<file path="src/rtl/mul_div_seq_if.sv">
// Operand/result bundle between the instruction decoder and the MUL/DIV sequencer.
interface mul_div_seq_if #(
    parameter int WIDTH = 8
);
    logic             start;
    logic             op;
    logic [WIDTH-1:0] a;
    logic [WIDTH-1:0] b;
    logic             busy;
    logic             done;
    logic [WIDTH-1:0] rh;
    logic [WIDTH-1:0] rl;
    logic [7:0]       flags_out;

    // Decoder side: issues requests and collects results.
    modport master (
        output start, op, a, b,
        input  busy, done, rh, rl, flags_out
    );

    // Sequencer side.
    modport slave (
        input  start, op, a, b,
        output busy, done, rh, rl, flags_out
    );
endinterface

</file>
<file path="src/rtl/mul_div_seq.sv">
// Iterative unsigned multiplier / restoring divider, one step per clock.
// hi_q/lo_q are shared working registers: MUL uses them as {acc_hi, acc_lo},
// DIV uses them as {remainder, dividend-shifting-into-quotient}.
module mul_div_seq #(
    parameter int WIDTH = 8
) (
    input  logic          clk,
    input  logic          reset,
    mul_div_seq_if.slave  bus
);
    localparam int CW = $clog2(WIDTH + 1);

    typedef enum logic [1:0] {
        IDLE = 2'd0,
        RUN  = 2'd1,
        DONE = 2'd2
    } state_t;

    state_t           state_q;
    logic [CW-1:0]    cnt_q;
    logic             op_q;
    logic [WIDTH-1:0] opd_q;      // multiplicand (MUL) or divisor (DIV)
    logic [WIDTH-1:0] hi_q;
    logic [WIDTH-1:0] lo_q;
    logic [WIDTH-1:0] rh_q;
    logic [WIDTH-1:0] rl_q;
    logic [7:0]       flags_q;
    logic             busy_q;
    logic             done_q;

    logic [WIDTH:0]   mul_sum;
    logic [WIDTH:0]   rem_sh;
    logic [WIDTH:0]   trial;
    logic [WIDTH-1:0] hi_d;
    logic [WIDTH-1:0] lo_d;
    logic [7:0]       flags_d;

    // One datapath step plus the flags the step result would produce if it is the last one.
    always_comb begin
        mul_sum = {1'b0, hi_q} + (lo_q[0] ? {1'b0, opd_q} : '0);
        rem_sh  = {hi_q, lo_q[WIDTH-1]};
        trial   = rem_sh - {1'b0, opd_q};
        flags_d = '0;
        if (op_q) begin
            // Restoring division: keep the trial difference only if it did not borrow.
            hi_d       = trial[WIDTH] ? rem_sh[WIDTH-1:0] : trial[WIDTH-1:0];
            lo_d       = {lo_q[WIDTH-2:0], ~trial[WIDTH]};
            flags_d[2] = (lo_d == '0);
        end else begin
            // Shift-add: carry of the add becomes the new MSB after the right shift.
            hi_d       = mul_sum[WIDTH:1];
            lo_d       = {mul_sum[0], lo_q[WIDTH-1:1]};
            flags_d[0] = (hi_d != '0);
            flags_d[5] = (hi_d != '0);
            flags_d[2] = ({hi_d, lo_d} == '0);
        end
    end

    // Control FSM with registered outputs; results only change on entry to DONE.
    always_ff @(posedge clk) begin
        if (reset) begin
            state_q <= IDLE;
            cnt_q   <= '0;
            op_q    <= 1'b0;
            opd_q   <= '0;
            hi_q    <= '0;
            lo_q    <= '0;
            rh_q    <= '0;
            rl_q    <= '0;
            flags_q <= '0;
            busy_q  <= 1'b0;
            done_q  <= 1'b0;
        end else begin
            done_q <= 1'b0;
            case (state_q)
                IDLE, DONE: begin
                    if (bus.start) begin
                        op_q  <= bus.op;
                        cnt_q <= CW'(WIDTH);
                        hi_q  <= '0;
                        if (bus.op) begin
                            opd_q <= bus.b;
                            lo_q  <= bus.a;
                        end else begin
                            opd_q <= bus.a;
                            lo_q  <= bus.b;
                        end
                        if (bus.op && (bus.b == '0)) begin
                            // Divide by zero finishes immediately with the overflow flag.
                            state_q <= DONE;
                            cnt_q   <= '0;
                            rl_q    <= '1;
                            rh_q    <= bus.a;
                            flags_q <= 8'h20;
                            busy_q  <= 1'b0;
                            done_q  <= 1'b1;
                        end else begin
                            state_q <= RUN;
                            busy_q  <= 1'b1;
                        end
                    end else begin
                        state_q <= IDLE;
                        busy_q  <= 1'b0;
                    end
                end
                RUN: begin
                    hi_q  <= hi_d;
                    lo_q  <= lo_d;
                    cnt_q <= cnt_q - CW'(1);
                    if (cnt_q == CW'(1)) begin
                        state_q <= DONE;
                        busy_q  <= 1'b0;
                        done_q  <= 1'b1;
                        rh_q    <= hi_d;
                        rl_q    <= lo_d;
                        flags_q <= flags_d;
                    end
                end
                default: begin
                    state_q <= IDLE;
                    busy_q  <= 1'b0;
                end
            endcase
        end
    end

    assign bus.busy      = busy_q;
    assign bus.done      = done_q;
    assign bus.rh        = rh_q;
    assign bus.rl        = rl_q;
    assign bus.flags_out = flags_q;
endmodule

</file>
<file path="src/flat_wrapper.sv">
// flat-port wrapper written by rule: the top's interface ports become plain ports
module mul_div_seq_flat 
#(
    parameter int WIDTH = 8
)
  (clk, reset, bus_start, bus_op, bus_a, bus_b, bus_busy, bus_done, bus_rh, bus_rl, bus_flags_out);
  mul_div_seq_if #(.WIDTH(WIDTH)) bus_i ();
  input  logic clk;
  input  logic reset;
  input wire logic [$bits(bus_i.start)-1:0] bus_start;
  input wire logic [$bits(bus_i.op)-1:0] bus_op;
  input wire logic [$bits(bus_i.a)-1:0] bus_a;
  input wire logic [$bits(bus_i.b)-1:0] bus_b;
  output wire logic [$bits(bus_i.busy)-1:0] bus_busy;
  output wire logic [$bits(bus_i.done)-1:0] bus_done;
  output wire logic [$bits(bus_i.rh)-1:0] bus_rh;
  output wire logic [$bits(bus_i.rl)-1:0] bus_rl;
  output wire logic [$bits(bus_i.flags_out)-1:0] bus_flags_out;
  assign bus_i.start = bus_start;
  assign bus_i.op = bus_op;
  assign bus_i.a = bus_a;
  assign bus_i.b = bus_b;
  assign bus_busy = bus_i.busy;
  assign bus_done = bus_i.done;
  assign bus_rh = bus_i.rh;
  assign bus_rl = bus_i.rl;
  assign bus_flags_out = bus_i.flags_out;
  mul_div_seq #(.WIDTH(WIDTH)) u_core (.clk(clk), .reset(reset), .bus(bus_i));
endmodule
</file>
<file path="config.mk">
export PLATFORM = sky130hd
export DESIGN_NAME = mul_div_seq_flat
export DESIGN_NICKNAME = d
export VERILOG_FILES = /design/src/rtl/mul_div_seq_if.sv /design/src/rtl/mul_div_seq.sv /design/src/flat_wrapper.sv
export SDC_FILE = /design/constraint.sdc
export NUM_CORES = 1
export LEC_CHECK = 0
export CAP_MARGIN = 30
export CORE_ASPECT_RATIO = 1.1
export CORE_UTILIZATION = 60
export DETAILED_ROUTE_END_ITERATION = 12
export GPL_TIMING_DRIVEN = 0
export PLACE_DENSITY = 0.89
export SLEW_MARGIN = 20
export SYNTH_ARGS = -nofsm -noshare
export SYNTH_HDL_FRONTEND = slang
export SYNTH_SLANG_ARGS = --single-unit
</file>
<file path="constraint.sdc">
create_clock -name clk -period 5.4 [get_ports clk]
set_clock_uncertainty 0.05 [all_clocks]
set_input_delay 0.54 -clock clk [delete_from_list [all_inputs] [get_ports clk]]
set_output_delay 0.54 -clock clk [all_outputs]
set_load 0.05 [all_outputs]
</file>
### Word-level counts from Yosys, hierarchy flattened

Index checks and enable logic that the tools add are counted.

| storage, ports and cells | value |
|---|---|
| memory bits (writable) | 0 |
| memories | 0 |
| register bits | 57 |
| word-level logic and storage cells | 71 |
| input bits | 20 |
| output and inout bits | 26 |
| latch bits | 0 |
| ROM bits | 0 |

| operators by class | value |
|---|---|
| equality and inequality tests | 6 |
| reduce and logical (&&, ||, !) cells | 11 |
| divide/modulo/power cells | 0 |
| mux-type cells | 39 |
| $lt $le $gt $ge | 0 |
| multiply operators | 0 |
| shift-type cells | 0 |
| bitwise gates (word level) | 1 |
| add/sub/neg operators | 3 |

Operator list:

| kind | count |
|---|---|
| $mux 8 | 17 |
| $pmux 8 s2 | 5 |
| $logic_not 16->1 | 1 |
| $logic_not 8->1 | 2 |
| $add 8x9->9 | 1 |
| $sub 9x8->9 | 1 |
| $mux 1 | 8 |
| $mux 4 | 2 |
| $pmux 4 s2 | 1 |
| $reduce_bool 8->1 | 1 |
| $mux 2 | 3 |
| $eq 4x1->1 const B | 1 |
| $ne 2x1->1 const B | 2 |
| $pmux 1 s2 | 2 |
| $pmux 2 s2 | 1 |
| $reduce_and 2->1 | 2 |
| $reduce_and 4->1 | 1 |
| $sub 4x1->4 const B | 1 |
| $eq 2x1->1 const B | 1 |
| $eq 2x2->1 const B | 1 |
| $logic_not 2->1 | 1 |
| $ne 2x2->1 const B | 1 |
| $reduce_bool 2->1 | 1 |
| $reduce_or 2->1 | 1 |
| 2 further kinds | 2 |

### Logic depth before layout (Yosys ltp)

Gate-level depths: netlist (run 1).

| logic depth | value |
|---|---|
| depth after elaboration | 6 |
| mapped depth | 10 |
| gate-level depth less buffers | 10 |

### Least setup slack after synthesis (run 1)

No wires, ideal clock.

| timing | value |
|---|---|
| path type | register to register |
| from | reg u_core.lo_q[7] |
| to | reg u_core.hi_q[3] |
| period minus slack after synthesis | 2590 ps |
| library setup time | 96 ps |
| cell stages (with the launch flop) | 10 |
| data arrival time | 2444 ps |
| buffers on the path | 0 |
| setup slack | 2810 ps |
| data required time | 5254 ps |
| cell sequence | dfxtp_1 inv_1 ha_1 fa_1 nand2b_1 a211oi_4 mux2i_1 nand3_1 and3_1 o41ai_2 |

| between the ends | value |
|---|---|
| word-level cells in the longest chain between the ends | 4 |

RTL lines:

| item | line | source |
|---|---|---|
| from (decl) | mul_div_seq.sv:24 | `logic [WIDTH-1:0] lo_q;` |
| from (signal assigned) | mul_div_seq.sv:83 | `lo_q <= bus.a;` |
| from (signal assigned) | mul_div_seq.sv:86 | `lo_q <= bus.b;` |
| from (signal assigned) | mul_div_seq.sv:108 | `lo_q <= lo_d;` |
| $sub 9x8->9 | mul_div_seq.sv:42 | `trial = rem_sh - {1'b0, opd_q};` |
| $mux 8 | mul_div_seq.sv:46 | `hi_d = trial[WIDTH] ? rem_sh[WIDTH-1:0] : trial[WIDTH-1:0];` |
| $mux 8 | mul_div_seq.sv:44 | `if (op_q) begin` |
| $pmux 8 s2 | mul_div_seq.sv:75 | `case (state_q)` |
| to (signal assigned) | mul_div_seq.sv:107 | `hi_q <= hi_d;` |
| to (decl) | mul_div_seq.sv:23 | `logic [WIDTH-1:0] hi_q;` |

Every way passes these cells.
A chain may end at the register's enable or synchronous reset.

### Final worst setup path (run 1)

| timing | value |
|---|---|
| from | reg u_core.lo_q[7] |
| to | reg u_core.rh_q[2] (netlist: u_core.bus.rh[2]) |

| between the ends | value |
|---|---|
| word-level cells in the longest chain between the ends | 5 |

RTL lines:

| item | line | source |
|---|---|---|
| $sub 9x8->9 | mul_div_seq.sv:42 |  |
| $mux 8 | mul_div_seq.sv:46 |  |
| $mux 8 | mul_div_seq.sv:44 |  |
| $mux 8 | mul_div_seq.sv:110 | `if (cnt_q == CW'(1)) begin` |
| $pmux 8 s2 | mul_div_seq.sv:75 |  |
| to (signal assigned) | mul_div_seq.sv:93 | `rh_q <= bus.a;` |
| to (signal assigned) | mul_div_seq.sv:114 | `rh_q <= hi_d;` |
| to (decl) | mul_div_seq.sv:25 | `logic [WIDTH-1:0] rh_q;` |

Every way passes these cells. The select of a mux whose other input is x is not followed.

==> flow_summary.json, run 1 <==
{
  "status": "completed",
  "worst_pin_slew_ps": 670,
  "cellPowerDensity_nw_per_um2": 250,
  "gp_congestion": 0.994,
  "first_pass_iters": 7,
  "grt_pass1_wl_mm": 17.8,
  "antenna_found_initial": 0,
  "p_sw_share_pct": 38.5,
  "setup_ws_ps": 2080,
  "ys_types": 70,
  "timing.fmax_ghz": 0.301,
  "cts_tree": "built",
  "whs_ps": 452,
  "grt_pass1_vias": 3712,
  "port_buffers": 38,
  "top_layer_used": "met4",
  "synth_ff_type": "dfxtp_1",
  "tns_ps": 0,
  "synth_top_cell_area_share_pct": 27.3,
  "cts_buffers": 5,
  "p_sw_uw": 416,
  "dp_hpwl_mm": 8.30,
  "hold_violations": 0,
  "grt_use_total_pct": 34.3,
  "synth_seq_area_share_pct": 27.3,
  "syn_area_um2": 3740,
  "ys_async_sr_fraction_pct": 0,
  "ys_top_cells_by_area": "dfxtp_1, ha_1, nor2_1, a211oi_1, mux2i_1",
  "clkSinkCount": 51,
  "clk_pin_slew_ps": 90,
  "cp.required_ps": 5520,
  "drc": 0,
  "rsz0062_at_grt": "no",
  "clockPowerShare_pct": 20.6,
  "viasPerCell": 6.62,
  "antenna_left": 0,
  "yosysTopAreaCell": "dfxtp_1",
  "maxSlewViolCount": 0,
  "drv_cap": 0,
  "synthCells": 468,
  "synth_edf_count": 0,
  "power_mw": 1.08,
  "fp.dieH_um": 84.8,
  "rows": 29,
  "fp.dieW_um": 77.3,
  "dpl_cell_area_um2": 4230,
  "hold_buffers": 0,
  "drive_above_1_share_pct": 9.67,
  "insertedDiodeCount": 0,
  "relSlewSlack_pct": 54.0,
  "synth-seq-cells": 51,
  "fin_area_um2": 4320,
  "clockBufferDepth": 2,
  "m1WireLength_mm": 4.41,
  "power_frac_seq_pct": 40.4,
  "period_needed_ps": 3320,
  "clk_latency_ps": 300,
  "dr_wl_met2_mm": 5.19,
  "p_comb_share_pct": 39.0,
  "start_kind": "flop",
  "wl_mm": 11.2,
  "min_period_over_period_pct": 61.4,
  "synth_area_per_cell_um2": 7.99,
  "overflow": 0,
  "fin_nets": 557,
  "wire_per_inst_um": 18.8,
  "worstSetupPathType": "reg2reg",
  "place_ws_ps": 2270,
  "clockRootBuffer": "clkbuf_8",
  "arrival_ps": 3430,
  "drt_iter0_drc": 403,
  "p_int_uw": 665,
  "crit_path_max_fanout": 7,
  "grt_max_degree": 15,
  "start_util_pct": 63.6,
  "cts_htree_levels": 2,
  "min_path_type": "reg2reg",
  "num_vias": 3932,
  "setup_viol": 0,
  "wl_met3_mm": 1.09,
  "die_area_um2": 6550,
  "cts_resized": 0,
  "post_cts_buffers": 0,
  "ios": 46,
  "irDropWorstVdd_mv": 0.235,
  "core_area_um2": 5880,
  "end_kind": "flop",
  "area_delta_synth_final_pct": 15.5,
  "p_leak_nw": 1.67,
  "yosysWarningCount": 0
}
-- layout make-up --
type,count,area (um2)
multi-input combinational,363,2470
buffer,35,176
inverter,23,86.3
fill,441,1560
tap,77,96.3
timing repair buffer,38,380
clock inverter,1,5.00
clock buffer,6,82.6
sequential,51,1020
-- logic make-up after synthesis --
family	after synthesis	synth area share [%]
AO/OA/AOI/OAI	134	26.8
XOR/XNOR	7	1.64
adder cells (fa/ha/maj)	20	7.10
buffers and inverters	58	7.03
flip-flops	51	27.3
multiplexers	25	7.00
other	1	0.100
AND/OR/NAND/NOR	172	23.0
-- power by group through the flow --
stage,Clock [mW],Sequential (mW),Combinational (mW)
after detailed placement,0,0.443,0.407
after floorplan,0,0.469,0.268
after global placement,0,0.442,0.398
after CTS,0.221,0.435,0.411
after global routing,0.234,0.439,0.450
final,0.222,0.437,0.421
-- routing by layer --
layer	track usage, %	up-vias
met5	0	-
met3	4.89	59
met4	18.9	0
li1	-	1783
met2	56.4	269
met1	43.1	1821
-- critical path, stage by stage (launching register included) --
cell	delay, ps
dfxtp_1	390
inv_1	110
ha_1	230
fa_1	410
nand2b_1	240
a211oi_4	300
mux2i_1	630
a211oi_1	160
a211oi_1	520
a31oi_1	150
-- cells in the mapped netlist (2+ instances only) --
cell type,n
nor4_1,4
o21ai_1,3
inv_2,2
nand4b_1,3
o41ai_2,2
nor2_2,2
nand3b_1,3
nand4_1,2
fa_1,2
ha_1,18
dfxtp_1,51
a211oi_1,26
nand3_1,6
mux2i_1,19
nand2_1,38
o21ai_0,20
o21a_1,3
mux2_2,5
a21oi_1,23
a311oi_1,6
a41oi_2,2
buf_6,2
a211oi_2,2
o211ai_1,13
a21o_1,5
o211ai_2,2
inv_1,21
nor2_1,54
o211a_1,3
nand2b_1,12
xnor2_1,3
clkbuf_1,20
a31oi_1,7
buf_2,6
nor3b_1,4
o21bai_1,2
and3_1,2
xor2_1,4
nor2b_1,8
buf_4,6
and2_1,7
nor3_1,17
-- cells in the final DEF (no fill, tap or decap), types with 7 or more instances in the layout --
cell / instances
ha_1: 18
a211oi_1: 26
a21oi_1: 23
inv_1: 21
clkdlybuf4s50_1: 38
clkbuf_1: 20
mux2i_1: 19
o211ai_1: 13
nor2b_1: 8
nor3_1: 17
dfxtp_1: 51
and2_1: 7
nor2_1: 54
nand2_1: 38
nand2b_1: 12
o21ai_0: 20
a31oi_1: 7
-- registers in the layout, indices dropped and copies added, names as in the netlist --
signal and flops:
u_core.bus.rh 8, u_core.bus.rl 8, u_core.hi_q 8, u_core.lo_q 8
u_core.opd_q 8, u_core.cnt_q 4, u_core.bus.flags_out 3, u_core.state_q 2
u_core.bus.done 1, u_core.op_q 1
-- worst paths after layout --
check	cells after the start	slack, ps	startpoint	end
max	9	2080	u_core.lo_q[7]	u_core.bus.rh[2]
min	2	450	u_core.bus.rl[6]	u_core.bus.rl[6]
max reg2reg	9	2080	u_core.lo_q[7]	u_core.bus.rh[2]
min reg2reg	2	450	u_core.bus.rl[6]	u_core.bus.rl[6]
-- through the flow --
stage	utilization (%)	std cells
4_1_cts	73.4	594
3_5_place_dp	71.9	587
6_report	73.4	594
3_3_place_gp	71.9	587
2_1_floorplan	-	472
5_1_grt	73.4	594
Power figures use the tool's default switching activity.
==> inputs of run 2 (changes only) <==
--- a/config.mk
+++ b/config.mk
@@ -7,10 +7,10 @@
 export LEC_CHECK = 0
 export CAP_MARGIN = 30
 export CORE_ASPECT_RATIO = 1.1
-export CORE_UTILIZATION = 60
+export CORE_UTILIZATION = 51
 export DETAILED_ROUTE_END_ITERATION = 12
 export GPL_TIMING_DRIVEN = 0
-export PLACE_DENSITY = 0.89
+export PLACE_DENSITY = 0.81
 export SLEW_MARGIN = 20
 export SYNTH_ARGS = -nofsm -noshare
 export SYNTH_HDL_FRONTEND = slang
==> constraint.sdc (replaced) <==
create_clock -name clk -period 2.9 [get_ports clk]
set_clock_uncertainty 0.05 [all_clocks]
set_input_delay 0.29 -clock clk [delete_from_list [all_inputs] [get_ports clk]]
set_output_delay 0.29 -clock clk [all_outputs]
set_load 0.05 [all_outputs]
==> run 2 against run 1 <==
  * Combinational power is 99% higher
  * Global-route usage is 5.5 points lower
  * Sequential cell count stayed put
  * Register-to-register slack worse by 2000 ps
  * Worst hold slack worse by 37 ps
  * Wire length is 1.5% lower
  * Via count is 1.7% lower
  * Critical path depth stayed put
  * Non-clock buffer count is 4 higher
  * Critical path type unchanged
  * Setup slack worse by 2000 ps
  * Cell area is 2.9% higher
  * Final cell count is 1.9% higher
==> flow_summary.json, run 2 (synthesis results as in run 1) <==
{
  "status": "completed",
  "crit_slowest_cell": "mux2i_4",
  "ios": 46,
  "clockRootBuffer": "clkbuf_8",
  "grt_pass1_wl_mm": 17.7,
  "clk_latency_ps": 300,
  "rows": 32,
  "wire_per_inst_um": 18.2,
  "grt_max_degree": 14,
  "worst_pin_slew_ps": 677,
  "final_common_cell": "nor2_1",
  "cellPowerDensity_nw_per_um2": 458,
  "fin_area_um2": 4440,
  "min_path_type": "in2reg",
  "p_leak_nw": 1.71,
  "start_kind": "flop",
  "clockPowerShare_pct": 18.9,
  "gp_congestion": 0.984,
  "layout.area.seq_um2": 1030,
  "n_fill_cell": 639,
  "cts_buffers": 5,
  "hold_violations": 0,
  "port_buffers": 38,
  "power_frac_seq_pct": 39.9,
  "multi_input_area_um2": 2560,
  "rsz0062_at_grt": "no",
  "drive_above_1_share_pct": 12.7,
  "dpl_cell_area_um2": 4240,
  "worstSetupPathType": "reg2reg",
  "timing.fmax_ghz": 0.359,
  "relSlewSlack_pct": 54.9,
  "whs_ps": 415,
  "setup_viol": 0,
  "hold_buffers": 0,
  "fp.dieW_um": 83.6,
  "drv_cap": 0,
  "dp_hpwl_mm": 8.28,
  "cts_tree": "built",
  "p_comb_share_pct": 41.2,
  "antenna_left": 0,
  "core_area_um2": 7050,
  "irDropWorstVdd_mv": 0.302,
  "grt_pass1_vias": 3526,
  "period_needed_ps": 2790,
  "insertedDiodeCount": 0,
  "clk_pin_slew_ps": 80,
  "p_int_mw": 1.24,
  "cpPeakStageDelay_ps": 420,
  "min_period_over_period_pct": 96.1,
  "wl_mm": 11.0,
  "final_cell_mix": "nor2_1, dfxtp_1, clkdlybuf4s50_1",
  "drc": 0,
  "cts_htree_levels": 2,
  "reg2reg_setup_slack_ps": 110,
  "fin_nets": 561,
  "p_sw_uw": 789,
  "first_pass_iters": 5,
  "grt_use_total_pct": 28.8,
  "cp.required_ps": 3000,
  "clockBufferDepth": 2,
  "stdcell_count": 605,
  "viasPerCell": 6.39,
  "crit_chain": "inv_1 -> ha_1 -> fa_2 -> nand2b_4 -> a211oi_4 -> mux2i_4 -> a211oi_1 -> nor3_2 -> a31oi_1",
  "num_vias": 3867,
  "end_kind": "flop",
  "area_delta_synth_final_pct": 18.8,
  "dp.cells": 595,
  "overflow": 0,
  "p_sw_share_pct": 38.8,
  "die_area_um2": 7670,
  "arrival_ps": 2890,
  "antenna_found_initial": 0,
  "crit_path_max_fanout": 6,
  "fp.dieH_um": 91.8,
  "clkSinkCount": 51,
  "drt_iter0_drc": 305,
  "start_util_pct": 53.0,
  "maxSlewViolCount": 0
}
## run 2: cell types whose count changed in the layout (fill, tap and decap cells not counted), moves of 2 or more
cell	delta
a211oi_1	-3
nor3_2	+2
a211oi_2	+3
nand2b_1	-2
buf_4	+4
nor3_1	-2
dfxtp_1	-2
## run 2: path summary, 6_finish.rpt
| kind | startpoint | end | depth (start not counted) |
|---|---|---|---|
| worst max-delay path | u_core.lo_q[7] | u_core.bus.rh[6] | 9 |
| worst min-delay path | reset | u_core.hi_q[3] | 2 |
| worst max register to register | u_core.lo_q[7] | u_core.bus.rh[6] | 9 |
| worst min register to register | u_core.bus.rl[7] | u_core.bus.rl[7] | 2 |
## run 2: repair_timing
item | CTS | global route
pin swaps | 1 | 7
gates resized for setup | 8 | 13
buffers inserted | 1 | 3
setup endpoints to repair | 17 | 17
## run 2: cell type report
type	instances	area share, %
inverter	23	1.94
tap	85	2.40
buffer	35	3.97
timing repair buffer	42	9.24
multi-input combinational	363	57.7
sequential	51	23.1
clock buffer	6	1.63
## run 2: stage by stage
step / setup TNS [ps] / util (%) / worst slack, ps / total power [mW]
detailed placement: -3690 / 60.2 / -402 / 1.59
global placement: -3010 / 60.2 / -359 / 1.57
CTS: 0 / 61.9 / 3.96 / 1.99
global route: 0 / 63.0 / 22.8 / 2.13
finish: 0 / 63.0 / 114 / 2.03
floorplan: 0 / - / 310 / 1.37
## run 2: worst max-delay path, delay by kind of cell (launching register included)
| kind | cells | cell delay, ps |
|---|---|---|
| multiplexers | 1 | 420 |
| buffers and inverters | 1 | 80 |
| AND/OR/NAND/NOR | 2 | 490 |
| flip-flops | 1 | 370 |
| AO/OA/AOI/OAI | 3 | 640 |
| adder cells (fa/ha/maj) | 2 | 600 |
## run 2: metal layers
metal | wire [um] | global-route usage [%] | part of all wire [%]
met4 | 430 | 12.6 | 3.9
met1 | 4630 | 36.8 | 42
met5 | 0 | 0 | 0
met3 | 841 | 3.51 | 7.6
met2 | 5120 | 48.7 | 46
## run 2: power groups by stage
stage | combinational (mW) | sequential, mW | clock (mW)
2_1_floorplan | 0.499 | 0.873 | 0
3_3_place_gp | 0.750 | 0.823 | 0
3_5_place_dp | 0.765 | 0.826 | 0
4_1_cts | 0.790 | 0.810 | 0.385
5_1_grt | 0.896 | 0.817 | 0.419
6_report | 0.838 | 0.812 | 0.384
